$ cat config.mk
export PLATFORM = sky130hd
export DESIGN_NAME = pc_fetch_ctrl_flat
export DESIGN_NICKNAME = d
export VERILOG_FILES = /design/src/rtl/pc_fetch_ctrl_if.sv /design/src/rtl/pc_fetch_ctrl.sv /design/src/flat_wrapper.sv
export SDC_FILE = /design/constraint.sdc
export NUM_CORES = 1
export LEC_CHECK = 0
export CAP_MARGIN = 30
export CELL_PAD_IN_SITES_DETAIL_PLACEMENT = 0
export CELL_PAD_IN_SITES_GLOBAL_PLACEMENT = 1
export CORE_ASPECT_RATIO = 1.2
export CORE_MARGIN = 2
export CORE_UTILIZATION = 31
export DETAILED_ROUTE_END_ITERATION = 8
export PLACE_DENSITY_LB_ADDON = 0.1
export SETUP_SLACK_MARGIN = 0.15
export SYNTH_ARGS = -nofsm -noshare
export SYNTH_HDL_FRONTEND = slang
export SYNTH_SLANG_ARGS = --single-unit
$ cat constraint.sdc
create_clock -name clk -period 4 [get_ports clk]
set_input_delay 1 -clock clk [delete_from_list [all_inputs] [get_ports clk]]
set_output_delay 1 -clock clk [all_outputs]
set_load 0.02 [all_outputs]
$ cat src/rtl/pc_fetch_ctrl_if.sv
// rtl/pc_fetch_ctrl_if.sv - fetch-sequencer signal bundle
//
// Groups every non-clock/reset signal of pc_fetch_ctrl.
//   slave  : the fetch sequencer side (pc_fetch_ctrl)
//   master : the environment side (datapath, instruction memory)
// Signals:
//   NextPC, JumpCtrl, Branch  - next-PC choice and its transfer class
//   Stall                     - consumer not ready, hold the instruction
//   IM_Req/IM_Addr/IM_Ack/IM_Data - instruction memory handshake
//   PC, PC4Out, Instr, InstrValid - architectural PC and issued instruction
//   AlignErr, RedirectCount, Fault - status
interface pc_fetch_ctrl_if #(
  parameter int bit_size = 32,
  parameter int CNT_W    = 16
);
  logic [bit_size-1:0] NextPC;
  logic [1:0]          JumpCtrl;
  logic                Branch;
  logic                Stall;
  logic                IM_Ack;
  logic [bit_size-1:0] IM_Data;
  logic                IM_Req;
  logic [bit_size-1:0] IM_Addr;
  logic [bit_size-1:0] PC;
  logic [bit_size-1:0] PC4Out;
  logic [bit_size-1:0] Instr;
  logic                InstrValid;
  logic                AlignErr;
  logic [CNT_W-1:0]    RedirectCount;
  logic                Fault;

  modport slave (
    input  NextPC, JumpCtrl, Branch, Stall, IM_Ack, IM_Data,
    output IM_Req, IM_Addr, PC, PC4Out, Instr, InstrValid,
           AlignErr, RedirectCount, Fault
  );

  modport master (
    output NextPC, JumpCtrl, Branch, Stall, IM_Ack, IM_Data,
    input  IM_Req, IM_Addr, PC, PC4Out, Instr, InstrValid,
           AlignErr, RedirectCount, Fault
  );
endinterface

$ cat src/rtl/pc_fetch_ctrl.sv
// rtl/pc_fetch_ctrl.sv - program counter and instruction fetch sequencer
//
// Holds the PC, fetches one instruction per PC over a req/ack handshake,
// presents it with a valid flag and advances to NextPC when the consumer
// is not stalled. Taken transfers are counted in a saturating counter.
//
// Ports:
//   clk  - system clock, rising edge
//   rst  - asynchronous active-low reset
//   bus  - pc_fetch_ctrl_if.slave (see interface file for signal list)
//
// Optional feature: define FETCH_TIMEOUT_EN to bound the FETCH wait to
// TIMEOUT cycles; on expiry Fault is set (sticky) and the sequencer parks
// in HALT until reset. Without the macro Fault is tied 0 and FETCH waits
// indefinitely.
module pc_fetch_ctrl #(
  parameter int                  bit_size = 32,
  parameter logic [bit_size-1:0] RESET_PC = '0,
  parameter int                  CNT_W    = 16,
  parameter int                  TIMEOUT  = 16
) (
  input  logic             clk,
  input  logic             rst,
  pc_fetch_ctrl_if.slave   bus
);

`ifdef FETCH_TIMEOUT_EN
  typedef enum logic [1:0] {S_BOOT, S_FETCH, S_ISSUE, S_HALT} state_t;
  localparam int TW = $clog2(TIMEOUT + 1);
`else
  typedef enum logic [1:0] {S_BOOT, S_FETCH, S_ISSUE} state_t;
`endif

  // Low bits forced to zero so a misconfigured RESET_PC cannot start unaligned.
  localparam logic [bit_size-1:0] RESET_PC_W = {RESET_PC[bit_size-1:2], 2'b00};
  localparam logic [CNT_W-1:0]    CNT_MAX    = {CNT_W{1'b1}};

  state_t              state_q, state_d;
  logic [bit_size-1:0] pc_q, pc_d;
  logic [bit_size-1:0] instr_q, instr_d;
  logic                valid_q, valid_d;
  logic                align_q, align_d;
  logic [CNT_W-1:0]    cnt_q, cnt_d;
  logic                taken;

`ifdef FETCH_TIMEOUT_EN
  logic [TW-1:0]       tmo_q, tmo_d;
  logic                fault_q, fault_d;
`endif

  assign taken = (bus.JumpCtrl == 2'b01) ||
                 (bus.JumpCtrl == 2'b10) ||
                 ((bus.JumpCtrl == 2'b11) && bus.Branch);

  always_comb begin
    state_d = state_q;
    pc_d    = pc_q;
    instr_d = instr_q;
    valid_d = valid_q;
    align_d = 1'b0;   // AlignErr is a single-cycle pulse
    cnt_d   = cnt_q;
`ifdef FETCH_TIMEOUT_EN
    tmo_d   = tmo_q;
    fault_d = fault_q;
`endif
    case (state_q)
      S_BOOT: begin
        state_d = S_FETCH;
`ifdef FETCH_TIMEOUT_EN
        tmo_d   = '0;
`endif
      end
      S_FETCH: begin
        if (bus.IM_Ack) begin
          instr_d = bus.IM_Data;
          valid_d = 1'b1;
          state_d = S_ISSUE;
        end
`ifdef FETCH_TIMEOUT_EN
        else if (tmo_q == TW'(TIMEOUT - 1)) begin
          // This is the TIMEOUT-th cycle without an ack.
          fault_d = 1'b1;
          state_d = S_HALT;
        end else begin
          tmo_d = tmo_q + 1'b1;
        end
`endif
      end
      S_ISSUE: begin
        if (!bus.Stall) begin
          pc_d    = {bus.NextPC[bit_size-1:2], 2'b00};
          align_d = |bus.NextPC[1:0];
          valid_d = 1'b0;
          state_d = S_FETCH;
          if (taken && (cnt_q != CNT_MAX)) begin
            cnt_d = cnt_q + 1'b1;
          end
`ifdef FETCH_TIMEOUT_EN
          tmo_d = '0;
`endif
        end
      end
`ifdef FETCH_TIMEOUT_EN
      S_HALT: begin
        valid_d = 1'b0;
      end
`endif
      default: begin
        state_d = S_BOOT;
      end
    endcase
  end

  always_ff @(posedge clk or negedge rst) begin
    if (!rst) begin
      state_q <= S_BOOT;
      pc_q    <= RESET_PC_W;
      instr_q <= '0;
      valid_q <= 1'b0;
      align_q <= 1'b0;
      cnt_q   <= '0;
    end else begin
      state_q <= state_d;
      pc_q    <= pc_d;
      instr_q <= instr_d;
      valid_q <= valid_d;
      align_q <= align_d;
      cnt_q   <= cnt_d;
    end
  end

`ifdef FETCH_TIMEOUT_EN
  always_ff @(posedge clk or negedge rst) begin
    if (!rst) begin
      tmo_q   <= '0;
      fault_q <= 1'b0;
    end else begin
      tmo_q   <= tmo_d;
      fault_q <= fault_d;
    end
  end
  assign bus.Fault = fault_q;
`else
  assign bus.Fault = 1'b0;
`endif

  // Request is decoded from the state register, so an asynchronous reset
  // drops it immediately and any ack arriving during reset is ignored.
  assign bus.IM_Req        = (state_q == S_FETCH);
  assign bus.IM_Addr       = pc_q;
  assign bus.PC            = pc_q;
  assign bus.PC4Out        = pc_q + bit_size'(4);
  assign bus.Instr         = instr_q;
  assign bus.InstrValid    = valid_q;
  assign bus.AlignErr      = align_q;
  assign bus.RedirectCount = cnt_q;

endmodule

$ cat src/flat_wrapper.sv
// flat-port wrapper written by rule: the top's interface ports become plain ports
module pc_fetch_ctrl_flat 
#(
  parameter int                  bit_size = 32,
  parameter logic [bit_size-1:0] RESET_PC = '0,
  parameter int                  CNT_W    = 16,
  parameter int                  TIMEOUT  = 16
)
  (clk, rst, bus_NextPC, bus_JumpCtrl, bus_Branch, bus_Stall, bus_IM_Ack, bus_IM_Data, bus_IM_Req, bus_IM_Addr, bus_PC, bus_PC4Out, bus_Instr, bus_InstrValid, bus_AlignErr, bus_RedirectCount, bus_Fault);
  pc_fetch_ctrl_if #(.bit_size(bit_size), .CNT_W(CNT_W)) bus_i ();
  input  logic clk;
  input  logic rst;
  input wire logic [$bits(bus_i.NextPC)-1:0] bus_NextPC;
  input wire logic [$bits(bus_i.JumpCtrl)-1:0] bus_JumpCtrl;
  input wire logic [$bits(bus_i.Branch)-1:0] bus_Branch;
  input wire logic [$bits(bus_i.Stall)-1:0] bus_Stall;
  input wire logic [$bits(bus_i.IM_Ack)-1:0] bus_IM_Ack;
  input wire logic [$bits(bus_i.IM_Data)-1:0] bus_IM_Data;
  output wire logic [$bits(bus_i.IM_Req)-1:0] bus_IM_Req;
  output wire logic [$bits(bus_i.IM_Addr)-1:0] bus_IM_Addr;
  output wire logic [$bits(bus_i.PC)-1:0] bus_PC;
  output wire logic [$bits(bus_i.PC4Out)-1:0] bus_PC4Out;
  output wire logic [$bits(bus_i.Instr)-1:0] bus_Instr;
  output wire logic [$bits(bus_i.InstrValid)-1:0] bus_InstrValid;
  output wire logic [$bits(bus_i.AlignErr)-1:0] bus_AlignErr;
  output wire logic [$bits(bus_i.RedirectCount)-1:0] bus_RedirectCount;
  output wire logic [$bits(bus_i.Fault)-1:0] bus_Fault;
  assign bus_i.NextPC = bus_NextPC;
  assign bus_i.JumpCtrl = bus_JumpCtrl;
  assign bus_i.Branch = bus_Branch;
  assign bus_i.Stall = bus_Stall;
  assign bus_i.IM_Ack = bus_IM_Ack;
  assign bus_i.IM_Data = bus_IM_Data;
  assign bus_IM_Req = bus_i.IM_Req;
  assign bus_IM_Addr = bus_i.IM_Addr;
  assign bus_PC = bus_i.PC;
  assign bus_PC4Out = bus_i.PC4Out;
  assign bus_Instr = bus_i.Instr;
  assign bus_InstrValid = bus_i.InstrValid;
  assign bus_AlignErr = bus_i.AlignErr;
  assign bus_RedirectCount = bus_i.RedirectCount;
  assign bus_Fault = bus_i.Fault;
  pc_fetch_ctrl #(.bit_size(bit_size), .RESET_PC(RESET_PC), .CNT_W(CNT_W), .TIMEOUT(TIMEOUT)) u_core (.clk(clk), .rst(rst), .bus(bus_i));
endmodule
## Word level (Yosys, flattened, before mapping)

Cells that the tools add are included.

| operators by class | value |
|---|---|
| $add $sub $neg | 2 |
| equal/unequal tests | 8 |
| mux-type cells | 8 |
| bitwise operators | 1 |
| reduce and logical (&&, ||, !) cells | 12 |

Operator list:

| cell | number |
|---|---|
| $add 32x3->32 const B | 1 |
| $add 16x1->16 const B | 1 |
| $ne 16x16->1 const B | 1 |
| $eq 2x2->1 const B | 3 |
| $pmux 2 s3 | 1 |
| $reduce_and 2->1 | 3 |
| $reduce_and 3->1 | 2 |
| $eq 2x1->1 const B | 2 |
| $mux 1 | 4 |
| $mux 2 | 2 |
| $ne 2x2->1 const B | 2 |
| $logic_and 1x1->1 | 2 |
| $logic_not 2->1 | 1 |
| $logic_or 1x1->1 | 2 |
| $pmux 1 s2 | 1 |
| $reduce_bool 2->1 | 1 |
| $reduce_or 2->1 | 1 |
| $not 1->1 | 1 |

| storage, ports and cells | value |
|---|---|
| register bits | 82 |
| input bits | 71 |
| output and inout bits | 148 |
| logic and storage cells | 37 |

## Longest topological paths before layout

Gate-level depths: netlist of the first run.

| depth | value |
|---|---|
| word-level depth | 5 |
| depth in mapped cells | 6 |
| mapped depth without buffers | 5 |

## Worst setup path before layout of the first run

OpenSTA, ideal clock, no wires.

| path | value |
|---|---|
| path kind | register -> output |
| from | register u_core.pc_q[6], in the netlist u_core.bus.IM_Addr[6] |
| to | output port bus_PC4Out[24] |
| arrival | 2.157 ns |
| data required time | 3.000 ns |
| slack | 0.843 ns |
| cell stages (with the launch flop) | 5 |
| path buffers | 0 |
| cell sequence | dfrtp_1 > nand4_1 > nor4_1 > nand4_1 > xnor2_1 |

| between the ends | value |
|---|---|
| cells in the longest elaborated chain, start to end | 1 |

Ends and longest elaborated chain:

| element | RTL line | RTL |
|---|---|---|
| start: declaration | pc_fetch_ctrl.sv:39 | `logic [bit_size-1:0] pc_q, pc_d;` |
| start signal: assignment | pc_fetch_ctrl.sv:124 | `pc_q <= pc_d;` |
| $add 32x3->32 | pc_fetch_ctrl.sv:152 | `assign bus.PC4Out = pc_q + bit_size'(4);` |
| end: declaration | flat_wrapper.sv:22 | `output wire logic [$bits(bus_i.PC4Out)-1:0] bus_PC4Out;` |

Every way passes these cells.

## Final worst setup path of the first run

| path | value |
|---|---|
| from | register u_core.pc_q[6], in the netlist u_core.bus.IM_Addr[6] |
| to | output port bus_PC4Out[31] |

The elaborated chain is that of the path after synthesis.

==> run metrics, run 1 <==
critical path required time 3.00 ns; Clock Latency Late Sink 0.33 ns; Power per Cell Area roughly 840 mW/mm^2; Clk Tree Root Cell clkbuf_16; Yosys cell types 30; outcome completed; Pint 3.30 mW; Leak roughly 2.6 nW; I/O Pins between 200 and 250; Die Width between 100 and 150 um; CP peak stage delay between 0.6 and 0.7 ns; sw power approximately 2.2 mW; FF+latch area between 0.002 and 0.0025 mm^2; CTS sink cnt 82; synth warn 0; most crowded layer after global routing met2; Logic pwr share between 50% and 60%; hpwl dp between 8000 and 9000 um; Area growth syn-to-layout 59.4%; Setup Skew roughly 0.006 ns; synthesized instance count about 340; Initial Util a little under a third; most frequent cells in the layout clkdlybuf4s50_1 (210), dfrtp_1 (82), mux2_2 (61); GR Layer Usage met3 around 5.6%; Final Critical Period about 3.6 ns; Final Power 5.45 mW; pin count of the biggest net entering global routing 53; Bufs and invs on worst path 2; CP max-delay cell clkdlybuf4s50_1; number of global-route vias before repair about 3.3k; critical setup path kind register to output pin; critical-path cell list nand4_1, buf_4, nor3_2, nand4_1, xnor2_1, clkdlybuf4s50_1; CP arrival ~2.6 ns; Post-Place Cell Area roughly 0.006 mm^2; die area 0.0141 mm^2; HP Class register to register; CP endpoint kind output pin; GRT overflow 0; CTS Buf Count 9; Final ANT Viol Nets 0; Area contributors post-synth dfrtp_1 (50%), mux2_2 (17%), buf_4 (7.0%), xnor2_1 (5.0%), xor2_1 (4.1%); Final Hold Viols 0; clock power share between 15 and 20%; Routability Congestion between 0.7 and 0.8; Layout fillers about 1.2k; register area share after synthesis 50.4%; Post-Syn Area around 0.004 mm^2; Max Freq 277 MHz; Max-cap violations 0; starting DRC count in detailed routing ~120; antenna violations before repair 0; TritonCTS clock tree built; met2 Usage GRT roughly 27%; CP startpoint kind register; WL per Instance 16.0 um; area occupied by multi-input gates between 0.0015 and 0.002 mm^2; Setup Viol. Count Final 0; crit-path leading delay family buffers and inverters; pre-CTS setup slack about 0.73 ns; row count between 40 and 50; Longest Clk Path Bufs 2; PnR worst setup slack just under 0.4 ns; share of Yosys cell area claimed by the top area cell type 50.4%; DR DRC count 0; WL final around 11,000 um; setup TNS 0 ns; clock-pin slew on the worst setup and hold paths around 0.060 ns; Sw Ratio roughly two fifths; ratio of cells with drive above 1 in the final layout 16.5%; slew margin rel. 53.4%; first-pass GRT wire length roughly 17,000 um; fin. max-slew vios 0; vias per inst roughly 4.7; cts hold-fix bufs 0; synthesized area per cell between 10 and 15 um^2; period utilisation layout 90.3%; CP max FO 8; core box area about 0.013 mm^2; H-tree levels 3; slew of the pin with the lowest slew margin roughly 0.70 ns; die span in y ~130 um; final antenna diode count 0; R2R setup slack 2.05 ns; Seq pwr share roughly 29%; gr usage total between 15 and 20%; fin nets about 610; design area 0.00649 mm^2; VDD IR max around 0.34 mV; commonest non-fill, non-tap cell in the layout clkdlybuf4s50_1; 1st-pass router iterations 4; Port Buf Inserts approximately 210; #FFs+latches synth 82; RSZ-0062 raised after global routing no; crit-path most repeated cell nand4_1; met1 GRT Util about a fifth; dominant cell type by area after synthesis dfrtp_1; vias 3,308
-- synthesized netlist by cell type --
cell type / count
a21o_1: 2
dfrtp_1: 82
or4b_1: 1
o21ai_0: 6
nor2_1: 7
and3_1: 5
nor4_1: 7
buf_2: 1
nand4_1: 17
buf_4: 38
o21a_1: 1
conb_1: 1
nand2_1: 14
mux2_2: 61
nor4b_1: 2
and2_1: 1
xnor2_1: 23
ha_1: 3
xor2_1: 19
nand3_1: 21
a2111oi_0: 1
a21oi_1: 2
nand3b_1: 2
nor3_1: 8
nor2b_1: 1
and4_1: 3
inv_1: 5
clkbuf_1: 7
nor3b_2: 1
a211oi_1: 2
-- metal layers --
layer / wire [um] / vias up
met5: 0 / -
met4: 90 / 0
met3: 1020 / 5
met2: 5510 / 142
met1: 4660 / 1606
li1: - / 1555
-- layout make-up --
class | count | share of cell area [%]
clock buffers | 9 | 3.47
well taps | 164 | 3.16
flip-flops and latches | 82 | 31.6
multi-input cells | 217 | 26.5
inverters | 5 | 0.289
repair buffers | 219 | 33.4
clock inverters | 7 | 1.45
-- kinds of logic after synthesis --
logic type	synth area share, %
and+or+nand+nor	12.3
DFF	50.4
muxes	16.9
buffers and inverters	8.24
xor gates and xnor gates	9.04
AOI/OAI and AO/OA	2.12
adders and majority gates	0.923
other	0.0922
-- registers in the layout (all words and copies together), names as in the netlist --
signal	flops
u_core.bus.Instr	32
u_core.bus.IM_Addr	30
u_core.bus.RedirectCount	16
u_core.state_q	2
u_core.bus.AlignErr	1
u_core.bus.InstrValid	1
-- metrics by stage --
stage	hold slack, ns	util [%]	std cells
floorplan	0.522	-	350
CTS	0.503	50.8	702
finish	0.505	51.0	703
global route	0.516	51.0	703
detailed placement	0.493	48.3	686
global placement	0.487	48.3	686
-- power groups by stage --
stage	clock network (mW)	logic (mW)	registers [mW]
after floorplan	0	1.28	1.93
after global placement	0	3.02	1.57
after detailed placement	0	3.02	1.60
after CTS	0.911	3.03	1.58
after global routing	0.950	3.17	1.64
final	0.880	2.99	1.58
-- worst paths after layout --
kind / start / end / depth (start not counted)
worst max register to register: u_core.state_q[0] / u_core.bus.RedirectCount[14] / 5
max in group asynchronous: rst / u_core.bus.RedirectCount[4] / 2
min in group asynchronous: rst / u_core.bus.IM_Addr[21] / 1
worst min-delay path: u_core.bus.Instr[7] / u_core.bus.Instr[7] / 1
worst max-delay path: u_core.bus.IM_Addr[6] / bus_PC4Out[31] / 6
worst min register to register: u_core.bus.Instr[7] / u_core.bus.Instr[7] / 1
-- worst reg2reg max path, delay by kind of cell, from the launching register on --
family,cells,cell delay [ns]
XOR/XNOR,1,0.17
flip-flops,1,0.44
buffers and inverters,1,0.45
AND/OR/NAND/NOR,3,0.82
-- what timing repair did --
action,4_1_cts,5_1_grt
setup buffers,0,1
gates resized for setup,0,2
endpoints found under the setup margin,0,2
Power figures use the tool's default switching activity.
==> run 2: changes to the inputs <==
Settings changed: CAP_MARGIN 30 to default.
==> results of run 2 <==
No change in the layout: final DEF, timing and power equal those of run 1.
